**config.mk**
```make
export PLATFORM = sky130hd
export DESIGN_NAME = univ_shift_reg
export DESIGN_NICKNAME = d
export VERILOG_FILES = /design/src/rtl/univ_shift_reg.sv
export SDC_FILE = /design/constraint.sdc
export NUM_CORES = 1
export LEC_CHECK = 0
export ABC_CLOCK_PERIOD_IN_PS = 2800
export BUFFER_PORTS_ARGS = -buffer_cell sky130_fd_sc_hd__buf_4
export CAP_MARGIN = 20
export CELL_PAD_IN_SITES_DETAIL_PLACEMENT = 1
export CELL_PAD_IN_SITES_GLOBAL_PLACEMENT = 1
export CORE_MARGIN = 2
export CORE_UTILIZATION = 45
export CTS_CLUSTER_SIZE = 10
export DETAILED_ROUTE_END_ITERATION = 8
export PLACE_DENSITY_LB_ADDON = 0.1
export SLEW_MARGIN = 20
export SYNTH_ARGS = -nofsm -noshare
export SYNTH_HDL_FRONTEND = slang
export SYNTH_SLANG_ARGS = --single-unit
```
**constraint.sdc**
```tcl
create_clock -name clk -period 2.8 [get_ports clk]
set_input_delay 0.14 -clock clk [delete_from_list [all_inputs] [get_ports clk]]
set_output_delay 0.14 -clock clk [all_outputs]
set_load 0.05 [all_outputs]
```
**src/rtl/univ_shift_reg.sv**
```systemverilog
// Universal WIDTH-bit register: load, clear, logical/arithmetic/rotate shifts, one bit per cycle.
// Optional even-parity output is compiled in when USR_PARITY_EN is defined.
//
// state | meaning
// IDLE  | waiting for start; single-step ops complete here
// RUN   | multi-bit shift in progress, one bit step per edge
module univ_shift_reg #(
   parameter int WIDTH = 8,
   parameter int AMT_W = 4
) (
   input  logic             clk,
   input  logic             rst,
   input  logic             start,
   input  logic [2:0]       mode,
   input  logic [AMT_W-1:0] amt,
   input  logic [WIDTH-1:0] in,
   input  logic             sl_in,
   input  logic             sr_in,
   output logic [WIDTH-1:0] q,
   output logic             so_l,
   output logic             so_r,
   output logic             busy,
`ifdef USR_PARITY_EN
   output logic             parity,
`endif
   output logic             done
);

   localparam logic [2:0] M_HOLD = 3'b000;
   localparam logic [2:0] M_LOAD = 3'b001;
   localparam logic [2:0] M_SHL  = 3'b010;
   localparam logic [2:0] M_SHR  = 3'b011;
   localparam logic [2:0] M_ROL  = 3'b100;
   localparam logic [2:0] M_ROR  = 3'b101;
   localparam logic [2:0] M_ASR  = 3'b110;
   localparam logic [2:0] M_CLR  = 3'b111;

   typedef enum logic {IDLE, RUN} state_t;

   state_t           state;
   logic [2:0]       mode_r;
   logic [AMT_W-1:0] remaining;
   logic             fin;

   function automatic logic [WIDTH-1:0] bit_step(input logic [2:0] m, input logic [WIDTH-1:0] v,
                                                 input logic sl, input logic sr);
      logic [WIDTH-1:0] r;
      r = v;
      case (m)
         M_SHL:   r = {v[WIDTH-2:0], sl};
         M_SHR:   r = {sr, v[WIDTH-1:1]};
         M_ROL:   r = {v[WIDTH-2:0], v[WIDTH-1]};
         M_ROR:   r = {v[0], v[WIDTH-1:1]};
         M_ASR:   r = {v[WIDTH-1], v[WIDTH-1:1]};
         default: r = v;
      endcase
      return r;
   endfunction

   // fin marks the edge an op completes; done follows it one cycle later
   always_ff @(posedge clk or negedge rst) begin
      if (!rst) begin
         state     <= IDLE;
         q         <= '0;
         mode_r    <= M_HOLD;
         remaining <= '0;
         fin       <= 1'b0;
         done      <= 1'b0;
         busy      <= 1'b0;
      end else begin
         done <= fin;
         fin  <= 1'b0;
         case (state)
            IDLE: begin
               if (start) begin
                  mode_r <= mode;
                  case (mode)
                     M_HOLD: fin <= 1'b1;
                     M_LOAD: begin
                        q   <= in;
                        fin <= 1'b1;
                     end
                     M_CLR: begin
                        q   <= '0;
                        fin <= 1'b1;
                     end
                     default: begin
                        if (amt == '0) begin
                           fin <= 1'b1;
                        end else begin
                           q <= bit_step(mode, q, sl_in, sr_in);
                           remaining <= amt - 1'b1;
                           if (amt == AMT_W'(1)) begin
                              fin <= 1'b1;
                           end else begin
                              state <= RUN;
                              busy  <= 1'b1;
                           end
                        end
                     end
                  endcase
               end
            end
            RUN: begin
               q         <= bit_step(mode_r, q, sl_in, sr_in);
               remaining <= remaining - 1'b1;
               if (remaining == AMT_W'(1)) begin
                  state <= IDLE;
                  busy  <= 1'b0;
                  fin   <= 1'b1;
               end
            end
            default: state <= IDLE;
         endcase
      end
   end

   assign so_l = q[WIDTH-1];
   assign so_r = q[0];

`ifdef USR_PARITY_EN
   assign parity = ^q;
`endif

endmodule
```
# [After elaboration in Yosys (flattened, before gate mapping)]
# Index checks and enable logic that the tools add are counted.
[totals] register_bits=19 input_bits=20
[classes] n_addsub=2 eq_ne=27 n_mux=28 n_bitwise=1 reduce_logical=8
[ops] cell="$pmux 8 s5" count=2
[ops] cell="$pmux 8 s3" count=1
[ops] cell="$eq 3x3->1 const B" count=7
[ops] cell="$mux 8" count=2
[ops] cell="$pmux 8 s2" count=1
[ops] cell="$mux 1" count=15
[ops] cell="$eq 3x2->1 const B" count=4
[ops] cell="$mux 4" count=3
[ops] cell="$ne 2x2->1 const B" count=6
[ops] cell="$reduce_and 5->1" count=2
[ops] cell="$eq 4x1->1 const B" count=2
[ops] cell="$ne 8x1->1 const B" count=1
[ops] cell="$pmux 4 s2" count=1
[ops] cell="$sub 4x1->4 const B" count=2
[ops] cell="$ne 7x1->1 const B" count=1
[ops] cell="$reduce_and 7->1" count=1
[ops] cell="$ne 6x1->1 const B" count=1
[ops] cell="$pmux 1 s2" count=3
[ops] cell="$ne 5x1->1 const B" count=1
[ops] cell="$logic_not 4->1" count=1
[ops] cell="$ne 4x2->1 const B" count=1
[ops] cell="$ne 4x4->1 const B" count=1
[ops] cell="$eq 3x1->1 const B" count=1
[ops] cell="$logic_not 3->1" count=1
[ops] cell="other kinds (5)" count=5

# [Logic depth before layout (Yosys ltp)]
# Gate-level depths: netlist (run 1).
[logic_depth] ltp_word=6 depth_mapped=8 ltp_nobuf=7

# [Least setup slack after synthesis (run 1)]
# OpenSTA, ideal clock, no wires.
[synth_timing] path_kind="input -> register" from="in amt[1]" to="reg q[0]" t_arrival_ns=1.686 setup_slack_ns=0.989 stages=8 path_buffers=1 cell_sequence="inv_1 -> ha_1 -> or3b_4 -> a22o_1 -> a21oi_1 -> o22a_2 -> buf_6 -> mux2_4"
[synth_via] elab_chain_cells=3
[synth_rtl] item="start, declared" line="15" text="input logic [AMT_W-1:0] amt,"
[synth_rtl] item="$logic_not 4->1" line="88" text="if (amt == '0) begin"
[synth_rtl] item="$ne 4x2->1 (no source line)"
[synth_rtl] item="$reduce_and 5->1 (no source line)"
[synth_rtl] item="end signal, assigned" line="80" text="q <= in;"
[synth_rtl] item="end signal, assigned" line="91" text="q <= bit_step(mode, q, sl_in, sr_in);"
[synth_rtl] item="end signal, assigned" line="105" text="q <= bit_step(mode_r, q, sl_in, sr_in);"
[synth_rtl] item="end, declared" line="19" text="output logic [WIDTH-1:0] q,"
# No other way between the ends.
# A chain may end at the register's enable or synchronous reset.

# [Worst setup path in the final report (run 1)]
[layout_timing] from="reg mode_r[1]" to="reg q[5]"
[layout_via] elab_chain_cells=3 elab_cells_between_ends=9 cone_classes="eq/ne: 6; mux: 2; reduce/logical: 1"
[layout_rtl] item="start, declared" line="41" text="logic [2:0] mode_r;"
[layout_rtl] item="start signal, assigned" line="76" text="mode_r <= mode;"
[layout_rtl] item="$eq 3x3->1 or $eq 3x2->1 (tied branches)" line="49" text="case (m)"
[layout_rtl] item="$pmux 8 s5 or $ne 6x1->1 (tied branches)"
[layout_rtl] item="$pmux 8 s2 or $reduce_and 5->1 (tied branches)"
# Several ways; a longest one is shown, not always the timed one.

==> Implementation_results.wiki, run 1 <==
{| class="wikitable"
! Metric !! Value
|-
| Sequential element share of the synthesized area || 30.06%
|-
| Root buf cell || clkbuf_4
|-
| Total power consumption of the routed design || 2.287 mW
|-
| Area growth from synthesis to layout || 14.40%
|-
| Area occupied by registers || 475.5 um2
|-
| Post-Synthesis Cell Area || 1582 um2
|-
| Number of levels the H-tree was split into || 1
|-
| Largest net degree at the start of global routing || 24
|-
| Core area || 3363 um2
|-
| Detailed placement HPWL || 3.024 mm
|-
| Detailed-router iteration count before antenna repair || 4
|-
| Setup-violating endpoint count in the final report || 0
|-
| Number of synthesized register bits || 19
|-
| Final Instance Area || 1809 um2
|-
| Leak || 0.8378 nW
|-
| Met1 Wirelength || 1.910 mm
|-
| Number of nets with antenna violations after routing || 0
|-
| Die X || 63.29 um
|-
| Power per cell area || 1264 nW/um2
|-
| Worst slew slack as a fraction of its limit || 59.99%
|-
| Commonest register cell after synthesis || dfrtp_1
|-
| Area share of the largest cell type after synthesis || 30.06%
|-
| Detailed Route WL || 4.173 mm
|-
| Most common library cells after synthesis || dfrtp_1 (19), a21oi_1 (13), inv_1 (11)
|-
| Post-detailed-route wirelength per cell || 17.46 um
|-
| Vias || 1401
|-
| Synthesized net count || 193
|-
| Top routing layer in use || met4
|-
| Slew of the pin with the lowest slew margin || 0.5886 ns
|-
| Total area of multi-input combinational cells || 942.2 um2
|-
| IO Pins || 32
|-
| Buffers on Ports || 31
|-
| DR DRC count || 0
|-
| Vias in the first global route || 1428
|-
| Worst Setup Start Kind || flip-flop
|-
| Yosys warning count || 0
|-
| Kind of critical path || flip-flop to flip-flop
|-
| Initial Util || 47.02%
|-
| Result of the run || finished, final reports clean
|-
| Number of distinct library cells after synthesis || 48
|-
| Total grt overflow || 0
|-
| Post-route clock skew || 0.002574 ns
|-
| Initial antenna violation count || 0
|-
| Worst IR Drop VDD || 0.5440 mV
|-
| Total number of nets in the final design || 218
|-
| Final core utilization || 53.79%
|-
| Routed length on met2 || 2.083 mm
|-
| FFs w/ async S/R, synth || 100.0%
|-
| Arrival time at the worst endpoint || 2.28 ns
|-
| Placement Cell Area || 1772 um2
|-
| Count of antenna diodes in the layout || 0
|-
| Placer Congestion || 0.8105
|-
| Final hold violation count || 0
|-
| Capturing element type of the critical path || flip-flop
|-
| Maximum Capacitance Violations || 0
|-
| Setup TNS || 0 ns
|-
| Met3 Wirelength || 146 um
|-
| Total Die Area || 4005 um2
|-
| Number of rows in the core area || 21
|-
| Number of buffers inserted during clock tree synthesis || 3
|-
| Syn Inst Count || 169
|-
| Vias per inst || 5.862
|-
| Avg Inst Size Synth || 9.358 um2
|-
| Wire length of the first global-routing pass || 7.196 mm
|-
| Most used standard cell by instance count after synthesis || dfrtp_1
|-
| Post-route worst hold slack || 0.1113 ns
|-
| Unrepaired setup endpoints after global routing || no
|-
| Highest attainable clock frequency || 482.9 MHz
|-
| Final critical-path share of the clock period || 73.96%
|-
| Share of cells above drive strength 1 || 26.42%
|-
| Number of design-rule violations left by the first detailed-router iteration || 76
|-
| TritonCTS clock tree || yes
|-
| Maximum number of buffers from clock root to sink || 2
|-
| Highest fanout seen on the critical path || 13
|-
| Endpoint required time on the critical path || 3.01 ns
|-
| Post-layout min period || 2.071 ns
|-
| Fillcell total || 425
|-
| Post-synth EDFFs || 0
|-
| Worst hold-check path type || primary input to flip-flop
|-
| Die Height || 63.29 um
|-
| Biggest area consumer among synthesized cells || dfrtp_1
|-
| Fin. max-slew vios || 0
|-
| Clk_lat worst skew || 0.30 ns
|-
| GRT Total Usage || 22.65%
|-
| Clk pin slew, worst setup/hold paths || 0.12 ns
|-
| Top post-synthesis cells by area || dfrtp_1 (30%), mux2_4 (6.6%), mux2i_1 (5.7%)
|-
| TritonCTS sink count || 19
|}
registers in the layout (all words and copies together) (netlist names):
| signal | flops |
|---|---|
| mode_r | 3 |
| state | 1 |
| q | 8 |
| busy | 1 |
| done | 1 |
| remaining | 4 |
| fin | 1 |
timing repair:
item / 4_1_cts / 5_1_grt
endpoints found under the hold margin: 19 / 0
setup buffers: 0 / 0
gates resized for setup: 0 / 0
hold buffers: 1 / 0
layout make-up:
| type | count | share of cell area (%) |
|---|---|---|
| clock buffer | 3 | 1.245 |
| clock inverter | 1 | 0.2766 |
| inverter | 13 | 2.697 |
| multi-input combinational | 123 | 52.07 |
| sequential | 19 | 26.28 |
| tap | 46 | 3.181 |
| timing repair buffer | 34 | 14.25 |
cell families after synthesis:
logic type | share of synthesized area (%)
adders and majority gates | 3.165
buffers and inverters | 10.36
AOI/OAI and AO/OA | 28.17
DFF | 30.06
muxes | 15.35
xor gates and xnor gates | 4.431
and+or+nand+nor | 8.465
worst max-delay path, stage by stage (launching register included):
cell,delay [ns]
dfrtp_1,0.62
nand2_1,0.19
mux2i_2,0.51
mux2i_1,0.28
a22oi_1,0.09
mux2_4,0.27
placed cells by master (no fill, tap or decap), types with 4 or more instances in the layout:
| cell | netlist | final |
|---|---|---|
| dfrtp_1 | 19 | 19 |
| a22o_1 | 4 | 4 |
| ha_1 | 4 | 4 |
| a21oi_1 | 13 | 13 |
| xnor2_1 | 6 | 6 |
| mux2i_1 | 9 | 9 |
| mux2_4 | 7 | 7 |
| nand2_1 | 8 | 8 |
| o21ai_0 | 8 | 8 |
| nor3_1 | 5 | 5 |
| buf_4 | 3 | 33 |
| a22oi_1 | 7 | 7 |
| inv_1 | 11 | 11 |
| nor2_1 | 7 | 7 |
report_power, final:
group | internal (mW) | total (mW) | switching [mW] | leakage [nW]
sequential | 0.414 | 0.655 | 0.242 | 0.226
clock | 0.0533 | 0.147 | 0.0935 | 0.0177
combinational | 0.672 | 1.49 | 0.813 | 0.595
total | 1.14 | 2.29 | 1.15 | 0.838
path summary, 6_finish.rpt:
check,startpoint,end,slack (ns),cells after the start
worst min register to register,fin$_DFF_PN0_,done$_DFF_PN0_,0.37,0
min in group asynchronous,rst,q[1]$_DFFE_PN0P_,0.25,2
worst max-delay path,mode_r[1]$_DFFE_PN0P_,q[5]$_DFFE_PN0P_,0.73,5
worst max register to register,mode_r[1]$_DFFE_PN0P_,q[5]$_DFFE_PN0P_,0.73,5
worst min-delay path,start,state$_DFF_PN0_,0.11,3
max in group asynchronous,rst,remaining[2]$_DFFE_PN0P_,2.34,2
through the flow:
step | worst slack (ns) | instances
global placement | 0.7834 | 234
finish | 0.7292 | 239
global route | 0.5634 | 239
floorplan | 0.9891 | 169
detailed placement | 0.7021 | 234
CTS | 0.7123 | 239
routing by layer:
layer  vias to the layer above  global-route usage (%)
met5                         -                       0
met4                         0                   4.891
met3                         4                   3.214
met2                        29                   40.69
met1                       692                   28.85
li1                        676                       -
Note: power is estimated with default switching activity, not from simulation.
==> run 2, diff against run 1 <==
--- a/config.mk
+++ b/config.mk
@@ -5,13 +5,13 @@
 export SDC_FILE = /design/constraint.sdc
 export NUM_CORES = 1
 export LEC_CHECK = 0
-export ABC_CLOCK_PERIOD_IN_PS = 2800
+export ABC_CLOCK_PERIOD_IN_PS = 2000
 export BUFFER_PORTS_ARGS = -buffer_cell sky130_fd_sc_hd__buf_4
 export CAP_MARGIN = 20
 export CELL_PAD_IN_SITES_DETAIL_PLACEMENT = 1
 export CELL_PAD_IN_SITES_GLOBAL_PLACEMENT = 1
 export CORE_MARGIN = 2
-export CORE_UTILIZATION = 45
+export CORE_UTILIZATION = 41
 export CTS_CLUSTER_SIZE = 10
 export DETAILED_ROUTE_END_ITERATION = 8
 export PLACE_DENSITY_LB_ADDON = 0.1
==> constraint.sdc (replaced) <==
create_clock -name clk -period 2 [get_ports clk]
set_input_delay 0.1 -clock clk [delete_from_list [all_inputs] [get_ports clk]]
set_output_delay 0.1 -clock clk [all_outputs]
set_load 0.05 [all_outputs]
==> run 2 against run 1 <==
  * Register-to-register slack lost 0.48 ns
  * Die area up 9.1%
  * Via count is 0.36% higher
  * Routed wire length grew 2.8%
  * Clock power increased by 83%
  * Worst setup slack lost 0.48 ns
  * Sequential power is 42% higher
  * Clock skew up 0.0016 ns
  * Design area up 4.1%
  * Critical endpoint is now q[3]$_DFFE_PN0P_
==> Implementation_results.wiki, run 2 (same netlist as run 1, synthesis figures left out) <==
{| class="wikitable"
! Metric !! Value
|-
| Max reg flops || 8 (unchanged)
|-
| Highest fanout seen on the critical path || 8 (was 13)
|-
| Power per cell area || 1786 nW/um2 (was 1264 nW/um2)
|-
| Most common cell after layout, fill and taps aside || buf_4 (unchanged)
|-
| Met1 Wirelength || 1.963 mm (was 1.910 mm)
|-
| Largest registers || q x8, remaining x4, mode_r x3 (unchanged)
|-
| Total Die Area || 4370 um2 (was 4005 um2)
|-
| Worst slew slack as a fraction of its limit || 65.99% (was 59.99%)
|-
| TritonCTS sink count || 19 (unchanged)
|-
| Vias in the first global route || 1499 (was 1428)
|-
| Initial Util || 42.88% (was 47.02%)
|-
| Number of buffers inserted during clock tree synthesis || 3 (unchanged)
|-
| IO Pins || 32 (unchanged)
|-
| Highest attainable clock frequency || 570.7 MHz (was 482.9 MHz)
|-
| Largest net degree at the start of global routing || 20 (was 24)
|-
| Total grt overflow || 0 (unchanged)
|-
| Initial antenna violation count || 0 (unchanged)
|-
| Final critical-path share of the clock period || 87.61% (was 73.96%)
|-
| Largest register by flop count || q (unchanged)
|-
| Post-layout min period || 1.752 ns (was 2.071 ns)
|-
| Die Height || 66.11 um (was 63.29 um)
|-
| Count of antenna diodes in the layout || 0 (unchanged)
|-
| Total power consumption of the routed design || 3.363 mW (was 2.287 mW)
|-
| Maximum number of buffers from clock root to sink || 2 (unchanged)
|-
| Capturing element type of the critical path || flip-flop (unchanged)
|-
| Final hold violation count || 0 (unchanged)
|-
| Post-route setup slack || 0.2478 ns (was 0.7292 ns)
|-
| Total number of nets in the final design || 225 (was 218)
|-
| Vias || 1406 (was 1401)
|-
| Clk_lat worst skew || 0.26 ns (was 0.30 ns)
|-
| Area occupied by registers || 475.5 um2 (unchanged)
|-
| Fin. max-slew vios || 0 (unchanged)
|-
| Post-route clock skew || 0.004198 ns (was 0.002574 ns)
|-
| Share of cells above drive strength 1 || 29.00% (was 26.42%)
|-
| # resized after CTS || 0 (unchanged)
|-
| DR DRC count || 0 (unchanged)
|-
| Detailed placement HPWL || 3.245 mm (was 3.024 mm)
|-
| Routed length on met2 || 2.174 mm (was 2.083 mm)
|-
| Slew of the pin with the lowest slew margin || 0.5082 ns (was 0.5886 ns)
|-
| Total area of multi-input combinational cells || 942.2 um2 (unchanged)
|-
| Buffers on Ports || 31 (unchanged)
|-
| Number of nets with antenna violations after routing || 0 (unchanged)
|-
| Unrepaired setup endpoints after global routing || no (unchanged)
|-
| Worst-case setup slack after placement || 0.01710 ns (was 0.7021 ns)
|-
| Number of levels the H-tree was split into || 1 (unchanged)
|-
| Number of design-rule violations left by the first detailed-router iteration || 91 (was 76)
|-
| Placer Congestion || 0.8550 (was 0.8105)
|-
| GRT Total Usage || 22.13% (was 22.65%)
|-
| Vias per inst || 5.669 (was 5.862)
|-
| Wire length of the first global-routing pass || 7.417 mm (was 7.196 mm)
|-
| Endpoint required time on the critical path || 2.15 ns (was 3.01 ns)
|-
| Worst Setup Start Kind || flip-flop (unchanged)
|-
| Result of the run || finished, final reports clean (unchanged)
|-
| Commonest non-fill, non-tap cells in the layout || buf_4 (40), dfrtp_1 (19), a21oi_1 (13), inv_1 (11), mux2i_1 (9) (was buf_4 (33), dfrtp_1 (19), a21oi_1 (13), inv_1 (11), mux2i_1 (9))
|-
| Worst hold-check path type || primary input to flip-flop (unchanged)
|-
| Root buf cell || clkbuf_8 (was clkbuf_4)
|-
| TritonCTS clock tree || yes (unchanged)
|-
| Detailed Route WL || 4.290 mm (was 4.173 mm)
|-
| Fillcell total || 453 (was 425)
|-
| Maximum Capacitance Violations || 0 (unchanged)
|-
| Leak || 0.8802 nW (was 0.8378 nW)
|-
| Number of rows in the core area || 22 (was 21)
|-
| Core area || 3689 um2 (was 3363 um2)
|-
| Die X || 66.11 um (was 63.29 um)
|-
| Setup-violating endpoint count in the final report || 0 (unchanged)
|-
| Top routing layer in use || met4 (unchanged)
|-
| Worst IR Drop VDD || 0.7345 mV (was 0.5440 mV)
|-
| Setup TNS || 0 ns (unchanged)
|-
| Arrival time at the worst endpoint || 1.90 ns (was 2.28 ns)
|-
| Area growth from synthesis to layout || 19.07% (was 14.40%)
|-
| Kind of critical path || flip-flop to flip-flop (unchanged)
|-
| Clk pin slew, worst setup/hold paths || 0.07 ns (was 0.12 ns)
|-
| Detailed-router iteration count before antenna repair || 4 (unchanged)
|-
| Met3 Wirelength || 133 um (was 146 um)
|-
| Post-detailed-route wirelength per cell || 17.30 um (was 17.46 um)
|}
==> run 2: path summary, 6_finish.rpt <==
| kind | cells past startpoint | slack, ns | endpoint | from |
|---|---|---|---|---|
| worst max-delay path | 6 | 0.25 | q[3]$_DFFE_PN0P_ | mode_r[1]$_DFFE_PN0P_ |
| worst min-delay path | 3 | 0.15 | state$_DFF_PN0_ | start |
| worst max register to register | 6 | 0.25 | q[3]$_DFFE_PN0P_ | mode_r[1]$_DFFE_PN0P_ |
| worst min register to register | 0 | 0.37 | done$_DFF_PN0_ | fin$_DFF_PN0_ |
| max in group asynchronous | 2 | 1.54 | busy$_DFFE_PN0P_ | rst |
| min in group asynchronous | 2 | 0.25 | q[4]$_DFFE_PN0P_ | rst |
==> run 2: layout make-up <==
class	instances	area share (%)
tap	48	3.189
inverter	13	2.591
timing repair buffer	41	16.48
clock inverter	1	0.2658
sequential	19	25.25
clock buffer	3	2.193
multi-input combinational	123	50.03
==> run 2: timing repair <==
item / in CTS / in global routing
buffers inserted: 0 / 0
setup endpoints to repair: 0 / 0
hold buffers: 1 / 0
endpoints found under the hold margin: 19 / 0
==> run 2: routing by layer <==
layer / global-route usage, % / vias to the layer above
met5: 0 / -
met4: 4.337 / 0
met3: 3.578 / 2
met2: 37.63 / 23
met1: 29.62 / 695
li1: - / 686
==> run 2: critical path, cell delays in order, from the launching register on <==
cell and delay (ns):
dfrtp_1 0.51, nand2_1 0.18, mux2i_2 0.17, buf_4 0.20, mux2i_1 0.20, a22oi_1 0.10, mux2_4 0.28
==> run 2: report_power, final <==
group	internal (mW)	switching, mW
Clock	0.139	0.130
Combinational	1.01	1.15
Sequential	0.580	0.351
Total	1.73	1.64
==> run 2: stage by stage <==
stage	area (um2)	hold slack [ns]	instances	utilization, %
2_1_floorplan	1582	-0.1956	169	-
3_3_place_gp	1827	-0.01253	243	49.53
3_5_place_dp	1827	-0.01185	243	49.53
4_1_cts	1883	0.1498	248	51.05
5_1_grt	1883	0.1725	248	51.05
6_report	1883	0.1452	248	51.05
==> run 3, diff against run 2 <==
--- a/config.mk
+++ b/config.mk
@@ -5,7 +5,7 @@
 export SDC_FILE = /design/constraint.sdc
 export NUM_CORES = 1
 export LEC_CHECK = 0
-export ABC_CLOCK_PERIOD_IN_PS = 2000
+export ABC_CLOCK_PERIOD_IN_PS = 1800
 export BUFFER_PORTS_ARGS = -buffer_cell sky130_fd_sc_hd__buf_4
 export CAP_MARGIN = 20
 export CELL_PAD_IN_SITES_DETAIL_PLACEMENT = 1
==> constraint.sdc (replaced) <==
create_clock -name clk -period 1.8 [get_ports clk]
set_input_delay 0.09 -clock clk [delete_from_list [all_inputs] [get_ports clk]]
set_output_delay 0.09 -clock clk [all_outputs]
set_load 0.01 [all_outputs]
==> run 3 against run 2 <==
  * Routed wire length grew 1.5%
  * Clock-buffer cell count is the same
  * Sequential power is 7% higher
  * Die area is the same
  * Clock skew hardly changed
  * Clock power up 12%
  * Total power fell by 0.47%
  * Critical path depth up 2
  * First-iteration DRC count is 24% higher
==> Implementation_results.wiki, run 3 (same netlist as run 1, synthesis figures left out) <==
{| class="wikitable"
! Metric !! Value
|-
| TritonCTS clock tree || yes (unchanged)
|-
| GRT Total Usage || 22.01% (was 22.13%)
|-
| Share of cells above drive strength 1 || 31.71% (was 29.00%)
|-
| Capture point of the critical path || q[3]$_DFFE_PN0P_ (unchanged)
|-
| Initial Util || 42.88% (unchanged)
|-
| Maximum Capacitance Violations || 0 (unchanged)
|-
| Count of antenna diodes in the layout || 0 (unchanged)
|-
| Maximum number of buffers from clock root to sink || 2 (unchanged)
|-
| Number of logic stages on the critical path including buffering || 8 (was 6)
|-
| Worst IR Drop VDD || 0.9538 mV (was 0.7345 mV)
|-
| Highest attainable clock frequency || 598.9 MHz
|-
| Largest net degree at the start of global routing || 20 (unchanged)
|-
| Worst reg2reg startpoint || mode_r[0]$_DFFE_PN0P_ (was mode_r[1]$_DFFE_PN0P_)
|-
| Largest delay contributor family on the critical path || compound AO/OA/AOI/OAI gates (was multiplexers)
|-
| Highest fanout seen on the critical path || 7 (was 8)
|-
| Clk_lat worst skew || 0.26 ns (about the same)
|-
| Count of buffering cells on the critical path with inverters included || 2 (was 1)
|-
| Commonest non-fill, non-tap cells in the layout || buf_4 (45), dfrtp_1 (17), a21oi_1 (13), inv_1 (11), mux2i_1 (9) (was buf_4 (40), dfrtp_1 (19), a21oi_1 (13), inv_1 (11), mux2i_1 (9))
|-
| Post-route clock skew || 0.004333 ns (was 0.004198 ns)
|-
| Buffers on Ports || 31 (unchanged)
|-
| Number of rows in the core area || 22 (unchanged)
|-
| Launch point of the worst path || amt[1] (was mode_r[1]$_DFFE_PN0P_)
|-
| Vias || 1471 (was 1406)
|-
| Detailed Route WL || 4.355 mm (was 4.290 mm)
|-
| Initial antenna violation count || 0 (unchanged)
|-
| Total grt overflow || 0 (unchanged)
|-
| Area growth from synthesis to layout || 21.60% (was 19.07%)
|-
| Cells traversed along the worst timing path || buf_4 > inv_1 > ha_1 > or3b_4 > a22o_1 > a21oi_1 > o22a_2 > mux2_4 (was nand2_1 > mux2i_2 > buf_4 > mux2i_1 > a22oi_1 > mux2_4)
|-
| Post-route setup slack || 0.1303 ns (was 0.2478 ns)
|-
| Die X || 66.11 um (unchanged)
|-
| Most common cell after layout, fill and taps aside || buf_4 (unchanged)
|-
| Post-detailed-route wirelength per cell || 17.21 um (was 17.30 um)
|-
| Worst slew slack as a fraction of its limit || 57.74% (was 65.99%)
|-
| Slew of the pin with the lowest slew margin || 0.6327 ns (was 0.5082 ns)
|-
| Number of buffers inserted during clock tree synthesis || 3 (unchanged)
|-
| Largest registers || q x8, remaining x4, mode_r x3 (unchanged)
|-
| Reg2Reg Capture Point || q[5]$_DFFE_PN0P_ (was q[3]$_DFFE_PN0P_)
|-
| Clk pin slew, worst setup/hold paths || 0.08 ns (was 0.07 ns)
|-
| Unrepaired setup endpoints after global routing || no (unchanged)
|-
| Root buf cell || clkbuf_8 (unchanged)
|-
| Placer Congestion || 0.8174 (was 0.8550)
|-
| Number of nets with antenna violations after routing || 0 (unchanged)
|-
| Die Height || 66.11 um (unchanged)
|-
| Kind of critical path || primary input to flip-flop (was flip-flop to flip-flop)
|-
| Number of design-rule violations left by the first detailed-router iteration || 113 (was 91)
|-
| Max reg flops || 8 (unchanged)
|-
| Final critical-path share of the clock period || 92.76%
|-
| Post-layout min period || 1.670 ns
|-
| Detailed-router iteration count before antenna repair || 4 (unchanged)
|-
| Setup TNS || 0 ns (unchanged)
|-
| Final Instance Area || 1923 um2 (was 1883 um2)
|-
| IO Pins || 32 (unchanged)
|-
| Power per cell area || 1741 nW/um2 (was 1786 nW/um2)
|-
| Wire length of the first global-routing pass || 7.465 mm (was 7.417 mm)
|-
| Result of the run || finished, final reports clean (unchanged)
|-
| Worst hold-check path type || primary input to flip-flop (unchanged)
|-
| Core area || 3689 um2 (unchanged)
|-
| DR DRC count || 0 (unchanged)
|-
| Vias in the first global route || 1519 (was 1499)
|-
| Placement Cell Area || 1864 um2 (was 1827 um2)
|-
| TritonCTS sink count || 19 (unchanged)
|-
| Arrival time at the worst endpoint || 1.82 ns (was 1.90 ns)
|-
| Max stage delay cell, worst path || or3b_4 (was dfrtp_1)
|-
| Vias per inst || 5.814 (was 5.669)
|-
| Capturing element type of the critical path || flip-flop (unchanged)
|-
| Total number of nets in the final design || 230 (was 225)
|-
| Total Die Area || 4370 um2 (unchanged)
|-
| Setup Fix Bufs, Post-CTS || 0 (unchanged)
|-
| Leak || 0.9020 nW (was 0.8802 nW)
|-
| Worst-case setup slack after placement || -0.1535 ns (was 0.01710 ns)
|-
| Number of levels the H-tree was split into || 1 (unchanged)
|-
| Setup-violating endpoint count in the final report || 0 (unchanged)
|-
| Worst Setup Start Kind || primary input (was flip-flop)
|-
| Count of cells along the worst register-to-register path || 6 (unchanged)
|-
| Detailed placement HPWL || 3.281 mm (was 3.245 mm)
|-
| Post-route worst hold slack || 0.1295 ns (was 0.1452 ns)
|-
| Delay of the slowest cell on the worst path || 0.40 ns (was 0.51 ns)
|-
| Final hold violation count || 0 (unchanged)
|-
| Worst-case register-to-register setup slack || 0.17 ns (was 0.25 ns)
|-
| Fin. max-slew vios || 0 (unchanged)
|-
| Endpoint required time on the critical path || 1.95 ns (was 2.15 ns)
|-
| Largest register by flop count || q (unchanged)
|}
==> run 3: changes by cell type in the layout (fill, tap and decap cells not counted) <==
cell,previous run,this run
buf_4,40,45
dfrtp_2,0,2
dfrtp_1,19,17
==> run 3: power breakdown <==
part	total [mW]	switching (mW)	internal, mW
Sequential	1.00	0.354	0.651
Combinational	2.04	0.913	1.13
Clock	0.300	0.146	0.154
Total	3.35	1.41	1.93
==> run 3: worst register-to-register path, stage by stage (launching register included) <==
cell and delay [ns]:
dfrtp_2 0.46, xnor2_1 0.16, mux2i_2 0.14, buf_4 0.20
mux2i_1 0.20, a22oi_1 0.09, mux2_4 0.27
==> run 3: final cells by class <==
class                   instances  area (um2)
flip-flops and latches         19       478.0
clock inverters                 1       5.005
well taps                      48       60.06
clock buffers                   3       41.29
repair buffers                 46       347.8
inverters                      13       48.80
fillers                       453        1765
multi-input cells             123       942.2
==> run 3: worst min path at each step <==
| stage | to | depth (start not counted) | slack, ns | from |
|---|---|---|---|---|
| 2_1_floorplan | busy$_DFFE_PN0P_ | 0 | -0.21 | rst |
| 3_3_place_gp | q[3]$_DFFE_PN0P_ | 1 | -0.02 | rst |
| 3_5_place_dp | q[4]$_DFFE_PN0P_ | 1 | -0.02 | rst |
| 4_1_cts | state$_DFF_PN0_ | 3 | 0.13 | start |
| 5_1_grt | state$_DFF_PN0_ | 3 | 0.13 | start |
| 6_report | state$_DFF_PN0_ | 3 | 0.13 | start |
==> run 3: per-stage QoR <==
step | total power, mW | cells | util (%)
after CTS | 3.368 | 253 | 52.07
after floorplan | 2.466 | 169 | -
final | 3.347 | 253 | 52.14
after global routing | 3.631 | 253 | 52.14
after detailed placement | 3.057 | 248 | 50.54
after global placement | 2.963 | 248 | 50.54
==> run 3: metal layers <==
metal  wire length, um  share of wire (%)  global-route usage [%]  vias to the layer above
met1              2030                 47                   31.60                      733
met4                53                1.2                   4.082                        0
met3               197                4.5                   3.918                        6
li1                  -                  -                       -                      697
met2              2074                 48                   34.75                       35
met5                 0                  0                       0                        -
==> run 3: repair_timing <==
action,in CTS,in global routing
resized for setup,0,2
hold buffers,1,0
setup endpoints to repair,0,2
hold endpoints to repair,19,0
